===== config.mk =====
export PLATFORM = sky130hd
export DESIGN_NAME = refresh_sched
export DESIGN_NICKNAME = d
export VERILOG_FILES = /design/src/rtl/refresh_pkg.sv /design/src/rtl/tick_edge.sv /design/src/rtl/refresh_sched.sv
export SDC_FILE = /design/constraint.sdc
export NUM_CORES = 1
export LEC_CHECK = 0
export ABC_CLOCK_PERIOD_IN_PS = 4100
export CORE_AREA = 8 8 45 47
export CTS_CLUSTER_DIAMETER = 100
export DETAILED_ROUTE_END_ITERATION = 8
export DIE_AREA = 0 0 53 55
export SLEW_MARGIN = 20
export SYNTH_ARGS = -nofsm -noshare
export SYNTH_HDL_FRONTEND = slang
export SYNTH_SLANG_ARGS = --single-unit
export TNS_END_PERCENT = 5

===== constraint.sdc =====
create_clock -name iClk -period 4.1 [get_ports iClk]
set_input_delay 0.41 -clock iClk [delete_from_list [all_inputs] [get_ports iClk]]
set_output_delay 0.41 -clock iClk [all_outputs]
set_load 0.01 [all_outputs]

===== src/rtl/refresh_pkg.sv =====
// Shared types and defaults for the DRAM refresh scheduler.
package refresh_pkg;

    localparam int unsigned MaxPendDefault = 4;
    localparam int unsigned UrgentDefault  = 3;
    localparam int unsigned PendW          = 3;

    typedef enum logic [1:0] {
        StIdle,
        StCpu,
        StRefresh
    } refState_e;

endpackage


===== src/rtl/tick_edge.sv =====
// Rising-edge detector for the PIT channel-1 output; reset preloads the history
// register with the live level so a high level at reset release is not a tick.
module tick_edge (
    input  logic iClk,
    input  logic iRst,
    input  logic iLevel,
    output logic oTick
);

    logic levelQ;

    // Same load in and out of reset: history always tracks the input.
    always_ff @(posedge iClk) begin
        levelQ <= iLevel;
    end

    assign oTick = iLevel & ~levelQ & ~iRst;

endmodule


===== src/rtl/refresh_sched.sv =====
// Arbitrates the memory bus between the CPU and PIT-paced refresh cycles.
// Optional macro REFRESH_URGENT_EN lets a deep refresh backlog beat the CPU in IDLE.
module refresh_sched
    import refresh_pkg::*;
#(
    parameter int unsigned MAX_PEND = MaxPendDefault,
    parameter int unsigned URGENT   = UrgentDefault
) (
    input  logic             iClk,
    input  logic             iRst,
    input  logic             iOut1,
    input  logic             iCpuReq,
    input  logic             iCpuDone,
    input  logic             iRefDone,
    output logic             oCpuGnt,
    output logic             oRefReq,
    output logic [PendW-1:0] oPending,
    output logic             oOverrun
);

    if (MAX_PEND < 1 || MAX_PEND > 7) begin : gBadMaxPend
        $error("refresh_sched: MAX_PEND out of range");
    end
    if (URGENT < 1 || URGENT > MAX_PEND) begin : gBadUrgent
        $error("refresh_sched: URGENT out of range");
    end

    localparam logic [PendW-1:0] MaxPendV = PendW'(MAX_PEND);
`ifdef REFRESH_URGENT_EN
    localparam logic [PendW-1:0] UrgentV  = PendW'(URGENT);
`endif

    refState_e        stateQ, stateD;
    logic [PendW-1:0] pendQ, pendD;
    logic             overrunQ, overrunD;
    logic             tick;
    logic             refAccept;

    tick_edge uTickEdge (
        .iClk   (iClk),
        .iRst   (iRst),
        .iLevel (iOut1),
        .oTick  (tick)
    );

    always_comb begin
        stateD = stateQ;
        unique case (stateQ)
            StIdle: begin
`ifdef REFRESH_URGENT_EN
                if (pendQ >= UrgentV) begin
                    stateD = StRefresh;
                end else if (iCpuReq) begin
                    stateD = StCpu;
                end else if (pendQ != '0) begin
                    stateD = StRefresh;
                end
`else
                if (iCpuReq) begin
                    stateD = StCpu;
                end else if (pendQ != '0) begin
                    stateD = StRefresh;
                end
`endif
            end
            StCpu:     if (iCpuDone) stateD = StIdle;
            StRefresh: if (iRefDone) stateD = StIdle;
            default:   stateD = StIdle;
        endcase
    end

    assign refAccept = (stateQ == StRefresh) && iRefDone;

    // A tick and a completed refresh in the same cycle cancel out.
    always_comb begin
        pendD    = pendQ;
        overrunD = overrunQ;
        if (tick && !refAccept) begin
            if (pendQ == MaxPendV) begin
                overrunD = 1'b1;
            end else begin
                pendD = pendQ + PendW'(1);
            end
        end else if (refAccept && !tick && pendQ != '0) begin
            pendD = pendQ - PendW'(1);
        end
    end

    always_ff @(posedge iClk) begin
        if (iRst) begin
            stateQ   <= StIdle;
            pendQ    <= '0;
            overrunQ <= 1'b0;
        end else begin
            stateQ   <= stateD;
            pendQ    <= pendD;
            overrunQ <= overrunD;
        end
    end

    assign oCpuGnt  = (stateQ == StCpu);
    assign oRefReq  = (stateQ == StRefresh);
    assign oPending = pendQ;
    assign oOverrun = overrunQ;

endmodule


# Word level (Yosys, flattened, before mapping)
# Cells that the tools add are included.
# word_totals
output_inout_bits	6
inputBits	6
ff_bits	7
# classes
n_reduce_logical	12
n_eq_ne	7
addsub	2
bitwise_logic	4
muxes	8
# ops
cell	count
3-bit 2-to-1 mux	3
2-bit 2-to-1 mux	4
2-bit != test (second input constant)	3
2-bit one-hot mux with 3 select lines	1
1-bit logical AND	4
2-bit AND reduction	2
3-bit by 1-bit adder with 3-bit output (second input constant)	1
3-bit equality test (second input constant)	1
3-bit != test (second input constant)	1
3-bit AND reduction	1
3-bit nonzero test	1
3-bit by 1-bit subtractor with 3-bit output (second input constant)	1
1-bit bitwise AND	2
2-bit by 1-bit equality test with 1-bit output (second input constant)	1
2-bit equality test (second input constant)	1
1-bit zero test	2
2-bit zero test	1
1-bit inverter	2
2-bit nonzero test	1

# Logic depth before layout (Yosys ltp)
# logic_depth
ltp_word	8
depth_mapped	8
depth_no_buf	7

# Cells and area by module
# From an unflattened synthesis, not the netlist that was laid out.
# unflattened
hier_cells	46
area_unflattened_um2	419.2
# by_module_without_submodules
module	area_per_inst_um2	instances	cells_per_inst
refresh_sched	386.6	1	44
tick_edge	32.5	1	2

# Least setup slack after synthesis
# Ideal clock, no wire load.
# synth_path
kind	input to register
startpoint	input iRst
endpoint	register pendQ[2], in the netlist oPending[2]
setup_time_ns	0.103
n_path_buf	1
path_slack_ns	1.995
stages	7
t_required_ns	3.997
arrival_time_ns	2.002
cell_sequence	buf_6 -> nor3b_4 -> nand2_1 -> fa_1 -> nor4_1 -> a311oi_1 -> a2111oi_2
# synth_via
elab_chain_cells	7
elab_cells_between_ends	10
classes_between	eq/ne (1); mux (1); bitwise (2); reduce/logical (6)
# synth_lines
item	line_no	source
start, declared	refresh_sched.sv:10	input logic iRst,
1-bit inverter	tick_edge.sv:17	assign oTick = iLevel & ~levelQ & ~iRst;
1-bit bitwise AND	tick_edge.sv:17	
1-bit zero test	refresh_sched.sv:84	end else if (refAccept && !tick && pendQ != '0) begin
1-bit logical AND (2 in series)	refresh_sched.sv:84	
2-bit nonzero test (no line)	-	
2-bit AND reduction (no line)	-	
end signal, assigned	refresh_sched.sv:96	pendQ <= pendD;
end, declared	refresh_sched.sv:34	logic [PendW-1:0] pendQ, pendD;
# Several ways; a longest one is shown, not always the timed one.
# A chain may end at the register's enable or synchronous reset.

# Final worst setup path
# Same ends and word-level chain as after synthesis.

==> summary.json <==
{
  "cts_tree": {"value": "yes"},
  "cts_inserted_buffers": {"value": 3},
  "tightest_slew": {"value": 0.435, "unit": "ns"},
  "timing.final.hold_violations": {"value": 0},
  "cp_slowest_stage_delay": {"value": 0.62, "unit": "ns"},
  "syn_inst": {"value": 45},
  "avgSynthCellArea": {"value": 9.37, "unit": "µm²"},
  "num_antenna_cells": {"value": 0},
  "synthesis.area": {"value": 422, "unit": "µm²"},
  "total_congestion_overflow": {"value": 0},
  "crit_path_max_fanout": {"value": 10},
  "routed_wire_length": {"value": 942, "unit": "µm"},
  "worstPathRequired": {"value": 4.25, "unit": "ns"},
  "via_per_inst": {"value": 5.16},
  "peakVddDrop": {"value": 119, "unit": "µV"},
  "synth_sequential_area_ratio": {"value": 33.2, "unit": "%"},
  "synth_cell_type_count": {"value": 25},
  "dp_hpwl": {"value": 658, "unit": "µm"},
  "count_of_flip_flops_with_a_built_in_enable_after_synthesis": {"value": 0},
  "first_global_vias": {"value": 340},
  "yosysMostFrequentCell": {"value": "sky130_fd_sc_hd__dfxtp_1"},
  "fmax": {"value": 380, "unit": "MHz"},
  "mapped_nets": {"value": 52},
  "power.switching_fraction": {"value": 27.3, "unit": "%"},
  "initial_utilization": {"value": 30.5, "unit": "%"},
  "worst-endpoint-arrival": {"value": 2.78, "unit": "ns"},
  "power.share.combinational": {"value": 19.7, "unit": "%"},
  "setup-tns-final": {"value": 0, "unit": "ns"},
  "via_count": {"value": 387},
  "clock_power_share": {"value": 36.4, "unit": "%"},
  "post_synthesis_async_set_or_reset_flop_share": {"value": 0, "unit": "%"},
  "timing_max_transition_violations_final": {"value": 0},
  "clock_sink_count": {"value": 7},
  "timing.hold.worst.class": {"value": "register to register"},
  "worst-setup-path-type": {"value": "input pin to register"},
  "drive_gt1_share": {"value": 10.2, "unit": "%"},
  "synth_top_area_share": {"value": 33.2, "unit": "%"},
  "postCtsSetupBuffers": {"value": 0},
  "first_pass_grt_wire_length": {"value": 1.48, "unit": "mm"},
  "drc": {"value": 0},
  "synth_top_area_cell": {"value": "sky130_fd_sc_hd__dfxtp_1"},
  "worstPathCellList": {"value": "clkdlybuf4s50_1 > nor3b_4 > nand2_1 > fa_1 > nor4_1 > a311oi_1 > a2111oi_2"},
  "route.antenna.remaining_nets": {"value": 0},
  "fin_worst_hold_slack": {"value": 0.487, "unit": "ns"},
  "grt_use_met1": {"value": 9.30, "unit": "%"},
  "postLayoutCellArea": {"value": 567, "unit": "µm²"},
  "antenna_found_initial": {"value": 0},
  "place_congestion": {"value": 0.764},
  "finalCritPeriodShare": {"value": 64.2, "unit": "%"},
  "final.setup.worst_slack": {"value": 1.47, "unit": "ns"},
  "clock_transition_at_the_register_clock_pins_on_the_worst_setup_and_hold_paths_after_cts": {"value": 0.06, "unit": "ns"},
  "crit_end_category": {"value": "register"},
  "die_w": {"value": 53, "unit": "µm"},
  "period_minus_slack": {"value": 2.63, "unit": "ns"},
  "source_to_sink_clock_delay_at_the_later_pin_of_the_worst_skew_pair": {"value": 0.25, "unit": "ns"},
  "gr-max-usage-layer": {"value": "met1"},
  "boundaryPins": {"value": 12},
  "cell_pwr_density": {"value": 310, "unit": "mW/mm²"},
  "synth.top_cells.by_area": {"value": "sky130_fd_sc_hd__dfxtp_1, sky130_fd_sc_hd__nor3_1, sky130_fd_sc_hd__fa_1, sky130_fd_sc_hd__nand3b_4, sky130_fd_sc_hd__nor3b_4"},
  "largest_net_degree_at_the_start_of_global_routing": {"value": 11},
  "switching_power": {"value": 0.0479, "unit": "mW"},
  "dp.cells": {"value": 71},
  "timing.max_slew.rel_slack": {"value": 70.9, "unit": "%"},
  "clk_root_buffer_cell": {"value": "sky130_fd_sc_hd__clkbuf_4"},
  "run_status": {"value": "finished clean"},
  "cpMaxStageDelayCell": {"value": "sky130_fd_sc_hd__clkdlybuf4s50_1"},
  "core.rowCount": {"value": 14},
  "floorplan.core_area": {"value": 0.00138, "unit": "mm²"},
  "die_area": {"value": 0.00292, "unit": "mm²"},
  "setup_viol": {"value": 0},
  "yosys_most_used_dff": {"value": "sky130_fd_sc_hd__dfxtp_1"},
  "synth_seq_cells": {"value": 7},
  "met2_usage": {"value": 8.40, "unit": "%"},
  "post_cts_hold_buffer_count": {"value": 0},
  "ctsHtreeMaxLevel": {"value": 1},
  "cts_resized": {"value": 0},
  "rsz0062_at_grt": {"value": "no"},
  "power.leakage": {"value": 0.223, "unit": "nW"},
  "synth_warnings": {"value": 0},
  "dpl_cell_area": {"value": 541, "unit": "µm²"},
  "fillers": {"value": 150},
  "power_share_of_the_sequential_group": {"value": 44.0, "unit": "%"},
  "layout.nets": {"value": 67},
  "die_height": {"value": 55, "unit": "µm"},
  "met3_usage": {"value": 2.14, "unit": "%"},
  "finClkSkew": {"value": 0.00164, "unit": "ns"},
  "max-cap-violations": {"value": 0},
  "globalRouteTotalUtil": {"value": 7.11, "unit": "%"},
  "routed_wire_length_per_instance": {"value": 12.6, "unit": "µm"},
  "layoutNonFillerInstCount": {"value": 75},
  "portBuffers": {"value": 11},
  "syn_to_final_growth": {"value": 34.4, "unit": "%"},
  "dpl_worst_slack": {"value": 1.23, "unit": "ns"},
  "internal_power": {"value": 0.128, "unit": "mW"},
  "cts.path.max_buffers": {"value": 2},
  "worstSetupStartpointType": {"value": "input pin"},
  "violation_count_after_the_first_detailed_route_iteration": {"value": 12},
  "netlist_top_cells_count": {"value": "sky130_fd_sc_hd__dfxtp_1, sky130_fd_sc_hd__nor3_1, sky130_fd_sc_hd__inv_1, sky130_fd_sc_hd__nor2_1, sky130_fd_sc_hd__a21oi_1"},
  "drt-pass1-iter-count": {"value": 4}
}
through the flow:
step	util (%)	power, mW
2_1_floorplan	-	0.0989
3_3_place_gp	39.1	0.114
3_5_place_dp	39.1	0.113
4_1_cts	41.0	0.180
5_1_grt	41.0	0.190
6_report	41.0	0.176
cell type report:
cell class | count | area, µm² | area share (%)
repair buffers | 11 | 110 | 19.4
clock buffers | 4 | 26.3 | 4.64
inverters | 4 | 15.0 | 2.65
flip-flops and latches | 7 | 140 | 24.7
multi-input cells | 33 | 255 | 45.0
well taps | 16 | 20.0 | 3.53
path summary, 6_finish.rpt:
kind | start | cells past startpoint | end | slack (ns)
setup / recovery | iRst | 7 | oPending[2] | 1.47
hold / removal | oOverrun | 2 | oOverrun | 0.49
setup reg to reg | uTickEdge.levelQ | 6 | oPending[2] | 2.03
hold reg to reg | oOverrun | 2 | oOverrun | 0.49
registers in the layout (all words and copies together), names as in the netlist:
register and flops:
oPending 3, stateQ 2, oOverrun 1, uTickEdge.levelQ 1
per-layer routing:
metal | vias up | part of all wire [%]
met5 | - | 0
met2 | 16 | 39
met1 | 168 | 52
li1 | 201 | -
met4 | 0 | 1.4
met3 | 2 | 7.2
layout by cell type (no fill, tap or decap):
cell                              count
sky130_fd_sc_hd__a2111oi_0            2
sky130_fd_sc_hd__a2111oi_2            1
sky130_fd_sc_hd__a21oi_1              3
sky130_fd_sc_hd__a221oi_1             1
sky130_fd_sc_hd__a311oi_1             1
sky130_fd_sc_hd__a31oi_1              1
sky130_fd_sc_hd__a41oi_1              1
sky130_fd_sc_hd__and2b_1              1
sky130_fd_sc_hd__and4bb_1             1
sky130_fd_sc_hd__clkbuf_1             1
sky130_fd_sc_hd__clkbuf_4             3
sky130_fd_sc_hd__clkdlybuf4s50_1     11
sky130_fd_sc_hd__dfxtp_1              7
sky130_fd_sc_hd__fa_1                 1
sky130_fd_sc_hd__inv_1                4
sky130_fd_sc_hd__nand2_1              2
sky130_fd_sc_hd__nand2b_1             1
sky130_fd_sc_hd__nand3b_4             1
sky130_fd_sc_hd__nor2_1               4
sky130_fd_sc_hd__nor2b_1              1
sky130_fd_sc_hd__nor3_1               5
sky130_fd_sc_hd__nor3b_4              1
sky130_fd_sc_hd__nor4_1               1
sky130_fd_sc_hd__o211ai_1             1
sky130_fd_sc_hd__o21ai_0              1
sky130_fd_sc_hd__xnor2_1              1
sky130_fd_sc_hd__xor2_1               1
critical path, delay by kind of cell:
kind,cells,cell delay [ns]
adders and majority gates,1,0.44
and+or+nand+nor,3,0.93
AOI/OAI and AO/OA,2,0.37
buffers and inverters,1,0.62
power by group through the flow:
stage	logic (mW)	registers, mW	clock network (mW)
floorplan	0.0204	0.0785	0
global placement	0.0350	0.0788	0
detailed placement	0.0345	0.0789	0
CTS	0.0347	0.0773	0.0678
global route	0.0379	0.0781	0.0742
finish	0.0346	0.0774	0.0639
cell families (layout without fill, tap and decap cells):
kind of cell               Yosys count  after routing  synth area share, %
AOI/OAI and AO/OA                   12             12                 22.0
xor gates and xnor gates             2              2                 4.16
adders and majority gates            1              1                 4.75
buffers and inverters                5             19                 6.23
DFF                                  7              7                 33.2
and+or+nand+nor                     18             18                 29.7
(Power assumes the default switching activity.)
